$ cat config.mk
export PLATFORM = sky130hd
export DESIGN_NAME = exu_mul_pipe
export DESIGN_NICKNAME = d
export VERILOG_FILES = /design/src/rtl/exu_mul_pkg.sv /design/src/rtl/exu_mul_reuse_cache.sv /design/src/rtl/exu_mul_pipe.sv
export SDC_FILE = /design/constraint.sdc
export NUM_CORES = 2
export LEC_CHECK = 0
export BUFFER_PORTS_ARGS = -buffer_cell sky130_fd_sc_hd__clkbuf_2
export CORE_AREA = 2 2 366 368
export DETAILED_ROUTE_END_ITERATION = 10
export DIE_AREA = 0 0 368 370
export PLACE_DENSITY_LB_ADDON = 0.25
export SLEW_MARGIN = 20
export SYNTH_ARGS = -nofsm -noshare
export SYNTH_HDL_FRONTEND = slang
export SYNTH_SLANG_ARGS = --single-unit
$ cat constraint.sdc
create_clock -name clk -period 10.4 [get_ports clk]
set_input_delay 1.56 -clock clk [delete_from_list [all_inputs] [get_ports clk]]
set_output_delay 1.56 -clock clk [all_outputs]
set_load 0.01 [all_outputs]
$ cat src/rtl/exu_mul_pkg.sv
// Shared types and limits for the EXU pipelined multiplier.
// Tags are carried at a fixed maximum width and trimmed to TAG_W at the output.
package exu_mul_pkg;

   localparam int MUL_MIN_STAGES = 3;
   localparam int MUL_MAX_STAGES = 5;
   localparam int MUL_TAG_MAX_W  = 16;

   typedef logic [MUL_TAG_MAX_W-1:0] mul_tag_t;

   typedef struct packed {
      logic     rs1_sign;
      logic     rs2_sign;
      logic     low;
      logic     byp_rs1;
      logic     byp_rs2;
      mul_tag_t tag;
   } mul_req_t;

   typedef struct packed {
      logic     valid;
      logic     low;
      logic     hit;
      mul_tag_t tag;
   } mul_meta_t;

endpackage

$ cat src/rtl/exu_mul_reuse_cache.sv
// Single-entry operand/product reuse cache: the tag is compared in E1 and written as a
// miss leaves E1; the product register is written as that miss leaves the last stage.
module exu_mul_reuse_cache
   import exu_mul_pkg::*;
#(
   parameter int XLEN = 32
) (
   input  logic              clk,
   input  logic              rst,
   input  logic              flush,
   input  logic [XLEN-1:0]   opa,
   input  logic [XLEN-1:0]   opb,
   input  logic              rs1_sign,
   input  logic              rs2_sign,
   input  logic              tag_wr,
   input  logic              prod_wr,
   input  logic [2*XLEN-1:0] prod_in,
   output logic              hit,
   output logic [2*XLEN-1:0] prod
);

   logic            valid;
   logic [XLEN-1:0] tag_a;
   logic [XLEN-1:0] tag_b;
   logic            tag_s1;
   logic            tag_s2;

   // low is deliberately not part of the match: both halves come from one product
   assign hit = valid && (tag_a == opa) && (tag_b == opb) &&
                (tag_s1 == rs1_sign) && (tag_s2 == rs2_sign);

   always_ff @(posedge clk) begin
      if (rst) begin
         valid  <= 1'b0;
         tag_a  <= '0;
         tag_b  <= '0;
         tag_s1 <= 1'b0;
         tag_s2 <= 1'b0;
         prod   <= '0;
      end else begin
         if (flush) begin
            valid <= 1'b0;
         end else if (tag_wr) begin
            valid  <= 1'b1;
            tag_a  <= opa;
            tag_b  <= opb;
            tag_s1 <= rs1_sign;
            tag_s2 <= rs2_sign;
         end
         if (prod_wr) begin
            prod <= prod_in;
         end
      end
   end

endmodule

$ cat src/rtl/exu_mul_pipe.sv
// Parametrised pipelined integer multiplier: E1 (raw op, bypass, reuse lookup),
// E2 (extended operands), then STAGES-2 product registers ending at the output.
module exu_mul_pipe
   import exu_mul_pkg::*;
#(
   parameter int XLEN   = 32,
   parameter int STAGES = 3,
   parameter int TAG_W  = 5
) (
   input  logic             clk,
   input  logic             rst,
   input  logic             freeze,
   input  logic             flush,
   input  logic             in_valid,
   input  logic             in_rs1_sign,
   input  logic             in_rs2_sign,
   input  logic             in_low,
   input  logic             in_byp_rs1,
   input  logic             in_byp_rs2,
   input  logic [TAG_W-1:0] in_tag,
   input  logic [XLEN-1:0]  a,
   input  logic [XLEN-1:0]  b,
   input  logic [XLEN-1:0]  lsu_result,
   output logic             out_valid,
   output logic [TAG_W-1:0] out_tag,
   output logic [XLEN-1:0]  out,
   output logic             out_reuse
);

   localparam int NP = STAGES - 2;
   localparam int XW = XLEN + 1;
   localparam int PW = 2 * XLEN;

   if (STAGES < MUL_MIN_STAGES || STAGES > MUL_MAX_STAGES) begin : g_bad_stages
      $error("exu_mul_pipe: STAGES must be within 3..5");
   end
   if (XLEN != 32 && XLEN != 64) begin : g_bad_xlen
      $error("exu_mul_pipe: XLEN must be 32 or 64");
   end
   if (TAG_W > MUL_TAG_MAX_W) begin : g_bad_tag
      $error("exu_mul_pipe: TAG_W exceeds MUL_TAG_MAX_W");
   end

   function automatic logic [XLEN-1:0] sel_half(input logic [PW-1:0] p, input logic low);
      return low ? p[XLEN-1:0] : p[PW-1:XLEN];
   endfunction

   logic advance;
   assign advance = !freeze;

   // ---- E1: raw op capture ----
   logic            vld_p0;
   mul_req_t        req_p0;
   logic [XLEN-1:0] a_p0;
   logic [XLEN-1:0] b_p0;

   always_ff @(posedge clk) begin
      if (rst) begin
         vld_p0 <= 1'b0;
         req_p0 <= '0;
         a_p0   <= '0;
         b_p0   <= '0;
      end else if (flush) begin
         vld_p0 <= 1'b0;
      end else if (advance) begin
         vld_p0 <= in_valid;
         if (in_valid) begin
            req_p0.rs1_sign <= in_rs1_sign;
            req_p0.rs2_sign <= in_rs2_sign;
            req_p0.low      <= in_low;
            req_p0.byp_rs1  <= in_byp_rs1;
            req_p0.byp_rs2  <= in_byp_rs2;
            req_p0.tag      <= mul_tag_t'(in_tag);
            a_p0            <= a;
            b_p0            <= b;
         end
      end
   end

   // E1 keeps re-reading lsu_result while frozen, so the unfreezing cycle's value wins
   logic [XLEN-1:0]        opa_e1;
   logic [XLEN-1:0]        opb_e1;
   logic signed [XW-1:0]   xa_e1;
   logic signed [XW-1:0]   xb_e1;
   logic                   hit_c;
   logic                   hit_e1;
   logic                   tag_wr;

   assign opa_e1 = req_p0.byp_rs1 ? lsu_result : a_p0;
   assign opb_e1 = req_p0.byp_rs2 ? lsu_result : b_p0;
   assign xa_e1  = {req_p0.rs1_sign & opa_e1[XLEN-1], opa_e1};
   assign xb_e1  = {req_p0.rs2_sign & opb_e1[XLEN-1], opb_e1};
   assign hit_e1 = vld_p0 & hit_c;
   assign tag_wr = vld_p0 & ~hit_c & advance;

   // ---- E2: extended operands ----
   mul_meta_t            meta_p1;
   logic signed [XW-1:0] xa_p1;
   logic signed [XW-1:0] xb_p1;

   always_ff @(posedge clk) begin
      if (rst) begin
         meta_p1 <= '0;
         xa_p1   <= '0;
         xb_p1   <= '0;
      end else if (flush) begin
         meta_p1.valid <= 1'b0;
      end else if (advance) begin
         meta_p1.valid <= vld_p0;
         meta_p1.low   <= req_p0.low;
         meta_p1.hit   <= hit_e1;
         meta_p1.tag   <= req_p0.tag;
         if (vld_p0 && !hit_c) begin
            xa_p1 <= xa_e1;
            xb_p1 <= xb_e1;
         end
      end
   end

   logic signed [2*XW-1:0] prod_full;
   logic [1:0]             unused_prod_hi;
   logic [PW-1:0]          prod_e2;

   assign prod_full                 = xa_p1 * xb_p1;
   assign {unused_prod_hi, prod_e2} = prod_full;

   // ---- P1..P(STAGES-2): product retiming registers ----
   for (genvar k = 0; k < NP; k++) begin : g_pstage
      mul_meta_t     meta_in;
      logic [PW-1:0] prod_in;
      mul_meta_t     meta_q;
      logic [PW-1:0] prod_q;

      if (k == 0) begin : g_from_e2
         assign meta_in = meta_p1;
         assign prod_in = prod_e2;
      end else begin : g_from_prev
         assign meta_in = g_pstage[k-1].meta_q;
         assign prod_in = g_pstage[k-1].prod_q;
      end

      always_ff @(posedge clk) begin
         if (rst) begin
            meta_q <= '0;
            prod_q <= '0;
         end else if (flush) begin
            meta_q.valid <= 1'b0;
         end else if (advance) begin
            meta_q <= meta_in;
            prod_q <= prod_in;
         end
      end
   end

   // ---- Output: last product stage or cached product ----
   mul_meta_t     meta_l;
   logic [PW-1:0] prod_l;
   logic [PW-1:0] cache_prod;
   logic [PW-1:0] prod_sel;
   logic          prod_wr;
   mul_tag_t      unused_tag;

   assign meta_l     = g_pstage[NP-1].meta_q;
   assign prod_l     = g_pstage[NP-1].prod_q;
   assign prod_wr    = meta_l.valid & ~meta_l.hit & advance;
   assign prod_sel   = meta_l.hit ? cache_prod : prod_l;
   assign out        = sel_half(prod_sel, meta_l.low);
   assign out_valid  = meta_l.valid;
   assign out_tag    = meta_l.tag[TAG_W-1:0];
   assign out_reuse  = meta_l.valid & meta_l.hit;
   assign unused_tag = meta_l.tag;

   exu_mul_reuse_cache #(
      .XLEN(XLEN)
   ) u_cache (
      .clk      (clk),
      .rst      (rst),
      .flush    (flush),
      .opa      (opa_e1),
      .opb      (opb_e1),
      .rs1_sign (req_p0.rs1_sign),
      .rs2_sign (req_p0.rs2_sign),
      .tag_wr   (tag_wr),
      .prod_wr  (prod_wr),
      .prod_in  (prod_l),
      .hit      (hit_c),
      .prod     (cache_prod)
   );

endmodule
### Yosys cells after proc, flatten, opt, wreduce, memory -nomap -nowiden

Index checks and enable logic that the tools add are counted.

| storage, ports and cells | value |
|---|---|
| ROM bits | 0 |
| bits in registers | 352 |
| bits in writable memories | 0 |
| output and inout bits | 39 |
| latch bits | 0 |
| memories | 0 |
| logic and storage cells | 59 |

| cells by class | value |
|---|---|
| reduce and logical (&&, ||, !) cells | 12 |
| $add $sub $neg | 0 |
| order comparisons | 0 |
| mux-type cells | 4 |
| multipliers | 1 |
| shifts and indexed selects | 0 |
| equality and inequality tests | 4 |
| bitwise operators | 12 |
| div/mod/pow operators | 0 |

Operators with widths:

| kind | number |
|---|---|
| $mux W32 | 3 |
| $eq A32 B32 Y1 | 2 |
| $mul A33 B33 Y64 | 1 |
| $mux W64 | 1 |
| $and A1 B1 Y1 | 8 |
| $reduce_and A3 Y1 | 2 |
| $logic_and A1 B1 Y1 | 5 |
| $not A1 Y1 | 4 |
| $reduce_and A2 Y1 | 2 |
| $eq A1 B1 Y1 | 2 |
| $logic_not A1 Y1 | 2 |
| $reduce_or A2 Y1 | 1 |

### Depth between registers and ports, before layout

| logic depth | value |
|---|---|
| word-level depth | 10 |
| depth in mapped cells | 30 |
| depth with buffers taken out | 27 |

### Hierarchy

From an unflattened synthesis, not the netlist that was laid out.

| second synthesis, totals | value |
|---|---|
| cells, all modules | 5808 |
| area, all modules | 52590.4 um2 |

Modules (own cells, without submodules):

| module | area an instance (um2) | cells an instance | instances |
|---|---|---|---|
| exu_mul_pipe | 47325.4 | 5206 | 1 |
| exu_mul_reuse_cache | 5265.0 | 602 | 1 |

### Worst setup path after synthesis

Ideal clock, no wire load.

| path | value |
|---|---|
| kind | register to register |
| from | register xb_p1[3] |
| to | register g_pstage[0].prod_q[63] |
| path buffers | 2 |
| slack | 2.601 ns |
| data arrival time | 7.713 ns |
| clock period less this slack | 7.799 ns |
| data required time | 10.314 ns |
| cell stages (with the launch flop) | 26 |
| cells stage by stage | dfxtp_1 > clkbuf_1 > clkbuf_1 > nand2_1 > inv_1 > fa_1 > fa_1 > fa_1 > inv_1 > fa_1 > inv_1 > fa_1 > fa_1 > fa_1 > inv_1 > fa_1 > inv_1 > ha_1 > a21o_1 > a21o_1 > nor2b_1 > o2bb2ai_1 > nor2_1 > o41ai_1 > xnor2_1 > a211oi_1 |

| on the way | value |
|---|---|
| longest elaborated chain between the ends | 1 |

Ends and longest elaborated chain:

| element | RTL line | source |
|---|---|---|
| start: declaration | exu_mul_pipe.sv:99 | `logic signed [XW-1:0] xb_p1;` |
| start signal: assignment | exu_mul_pipe.sv:105 | `xb_p1 <= '0;` |
| start signal: assignment | exu_mul_pipe.sv:115 | `xb_p1 <= xb_e1;` |
| $mul A33 B33 Y64 | exu_mul_pipe.sv:124 | `assign prod_full = xa_p1 * xb_p1;` |
| end signal: assignment | exu_mul_pipe.sv:150 | `prod_q <= prod_in;` |
| end: declaration | exu_mul_pipe.sv:132 | `logic [PW-1:0] prod_q;` |

Every way passes these cells.
A chain may end at the register's enable or synchronous reset.

### Worst setup path after layout

| path | value |
|---|---|
| from | register xb_p1[18] |
| to | register g_pstage[0].prod_q[63] |

The elaborated chain is that of the path after synthesis.

==> results.ini <==
[sta]
setup_tns_ps = 0
fin_crit_sh = 0.847
finClkSkew_ps = 24.8
final.min_clock_period_ps = 8810
max_freq_mhz = 113
rsz0062_at_grt = false
hold_viol = 0
setup_viol_count_final = 0
slew_viol_final = 0
slew_headroom = 0.199
tightest_slew_ps = 1200

[critical_path]
path_class = reg -> reg
cp.arrival_ps = 9320
critPathCaptureType = flip-flop
worstPathRequired_ps = 10910
path_max_fanout = 19
cp-start-kind = flip-flop

[layout]
area_growth_pct = 6.88
finalNetCount = 7054
fillers = 13100
final_layout_size_suffix_gt1_frac = 0.0791
final_cell_mix = fa_1 (1124), inv_1 (1096), nand2_1 (956)
fin_cells = 7407
multiInputGateArea_um2 = 39800
final_common_cell = fa_1
regArea_um2 = 7080

[floorplan]
die_w_um = 368
start_util = 0.396
core_um2 = 132000
ios = 150
die_area_um2 = 136000
die_h_um = 370
num_rows = 134

[synthesis]
synth-edff-count = 0
synth_top_family_by_area = adder cells
ys_ff_latch = 352
synth_compound_area_frac = 0.0748
syn_area_per_cell_um2 = 9.25
yosysWarnings = 0
synthCells = 5675
synth-xor-area-share = 0.0234
synth.cell_area_um2 = 52500
ys_seq_area_frac = 0.134
synthAdderAreaFrac = 0.480
synth-simple-area-share = 0.154
synth_nets = 7123
muxShareOfSynthArea = 0.0270
async_flop_share = 0
synthFlopType = dfxtp_1
synth.distinct_cells = 58

[drt]
finalWirelength_um = 154000
initialDrtViolationCount = 2611
via_count = 37500
antenna_left = 0
drcViolationCount = 0
vias_per_cell = 5.06
first_pass_iters = 6
wl_per_cell_um = 20.8

[power_and_ir_drop]
irDropWorstVdd_v = 0.000162
p_leak_nw = 26.6
power_density_nw_per_um2 = 56.2

[placement]
port_buffers = 149
place.gp.congestion = 0.916
dp_hpwl_um = 121000
dp.cells = 7331

[global_route]
antenna_found_initial = 4
grtUsageTotal = 0.235
overflow = 0
grt_pass1_wl_um = 246000
grt_max_degree = 187
grt_pass1_vias = 41200

[flow_run]
max-cap-violations = 0

[clocking]
ctsHtreeMaxLevel = 2
path_clk_slew_ps = 60
cts_setup_buffers = 0
root_buffer = clkbuf_16
clk_path_buf_depth = 3
cts_made_buffers = 41
cts.repair.resized = 0
cts_tree = built
clkLatencyLatePin_ps = 600
ctsHoldBuffers = 0
cts.sinks = 352

[worst_hold_path]
hold_path_class = reg -> reg

[run_status]
status = finished, final reports clean

## metrics by stage
stage          area (um^2)  power [mW]  hold slack (ps)  setup slack (ps)   util
4_1_cts              56100        3.19              452              1610  0.423
6_report             56100        3.15              452              1590  0.423
3_3_place_gp         54700        1.67              439              1680  0.413
3_5_place_dp         54700        1.67              447              1640  0.413
2_1_floorplan        52500        1.56              432              2600      -
5_1_grt              56100        3.26              465              1070  0.423
## per-layer routing
| layer | track usage | vias up | wire length (um) |
|---|---|---|---|
| met5 | 0 | - | 13 |
| met4 | 0.0718 | 2 | 5200 |
| met3 | 0.0324 | 258 | 8980 |
| met2 | 0.395 | 1146 | 73600 |
| met1 | 0.315 | 19300 | 66200 |
| li1 | - | 16800 | - |
## layout make-up
type / count / area share
Antenna cell: 1 / 0.0000446
Clock buffer: 55 / 0.0210
Clock inverter: 20 / 0.00406
Inverter: 1096 / 0.0734
Multi-Input combinational cell: 3880 / 0.710
Sequential cell: 352 / 0.126
Tap cell: 1768 / 0.0394
Timing Repair Buffer: 235 / 0.0254
## cells by family (layout without fill, tap and decap cells)
| family | Yosys count | in the layout |
|---|---|---|
| adder cells (fa/ha/maj) | 1337 | 1337 |
| other | 0 | 1 |
| multiplexers | 101 | 101 |
| flip-flops | 352 | 352 |
| AND/OR/NAND/NOR | 1694 | 1694 |
| buffers and inverters | 1443 | 1406 |
| XOR/XNOR | 140 | 140 |
| AO/OA/AOI/OAI | 608 | 608 |
## sequential cells by signal (all words and copies together), names as in the netlist, 2 cells and up
signal	cells
a_p0	32
b_p0	32
g_pstage.meta_in	8
g_pstage.meta_q	2
g_pstage.prod_q	64
req_p0	10
u_cache.prod	64
u_cache.tag_a	32
u_cache.tag_b	32
unused_tag	5
xa_p1	33
xb_p1	33
## synthesized netlist by cell type, types with 37 or more instances
library cell,n,area (um^2)
a21o_1,37,278
a21oi_1,257,1290
a21oi_2,64,561
and2_1,545,3410
clkbuf_1,292,1100
dfxtp_1,352,7050
fa_1,1125,22500
ha_1,212,2650
inv_1,1096,4110
mux2i_1,67,671
nand2_1,956,3590
nor2_1,52,195
o21a_1,138,1040
o21ai_0,43,215
xnor2_1,112,981
## where the power goes
part,leakage (nW),internal [mW],switching (mW)
Sequential,2.86,1.37,0.0398
Combinational,23.0,0.0794,0.154
Clock,0.687,0.860,0.651
Total,26.6,2.31,0.845
## worst paths after layout
path	endpoint	cells after the start	slack (ps)	startpoint
max reg2reg	g_pstage[0].prod_q[63]	25	1590	xb_p1[18]
min reg2reg	g_pstage[0].meta_q[16]	2	450	g_pstage[0].meta_in[16]
max	g_pstage[0].prod_q[63]	25	1590	xb_p1[18]
min	g_pstage[0].meta_q[16]	2	450	g_pstage[0].meta_in[16]
## worst max-delay path, cell delays in order (launching register included)
cell	delay, ps
dfxtp_1	1090
buf_12	280
nand2_1	100
fa_1	560
fa_1	550
inv_1	60
fa_1	480
fa_1	600
fa_1	450
fa_1	460
fa_1	490
inv_1	50
fa_1	570
inv_1	70
ha_1	380
a21o_1	190
a21o_1	180
a211oi_1	360
nor3_1	130
a2111oi_2	350
buf_4	210
o2bb2ai_1	180
nor2_1	130
o41ai_1	420
xnor2_1	120
a211oi_1	240
Power figures use the tool's default switching activity.
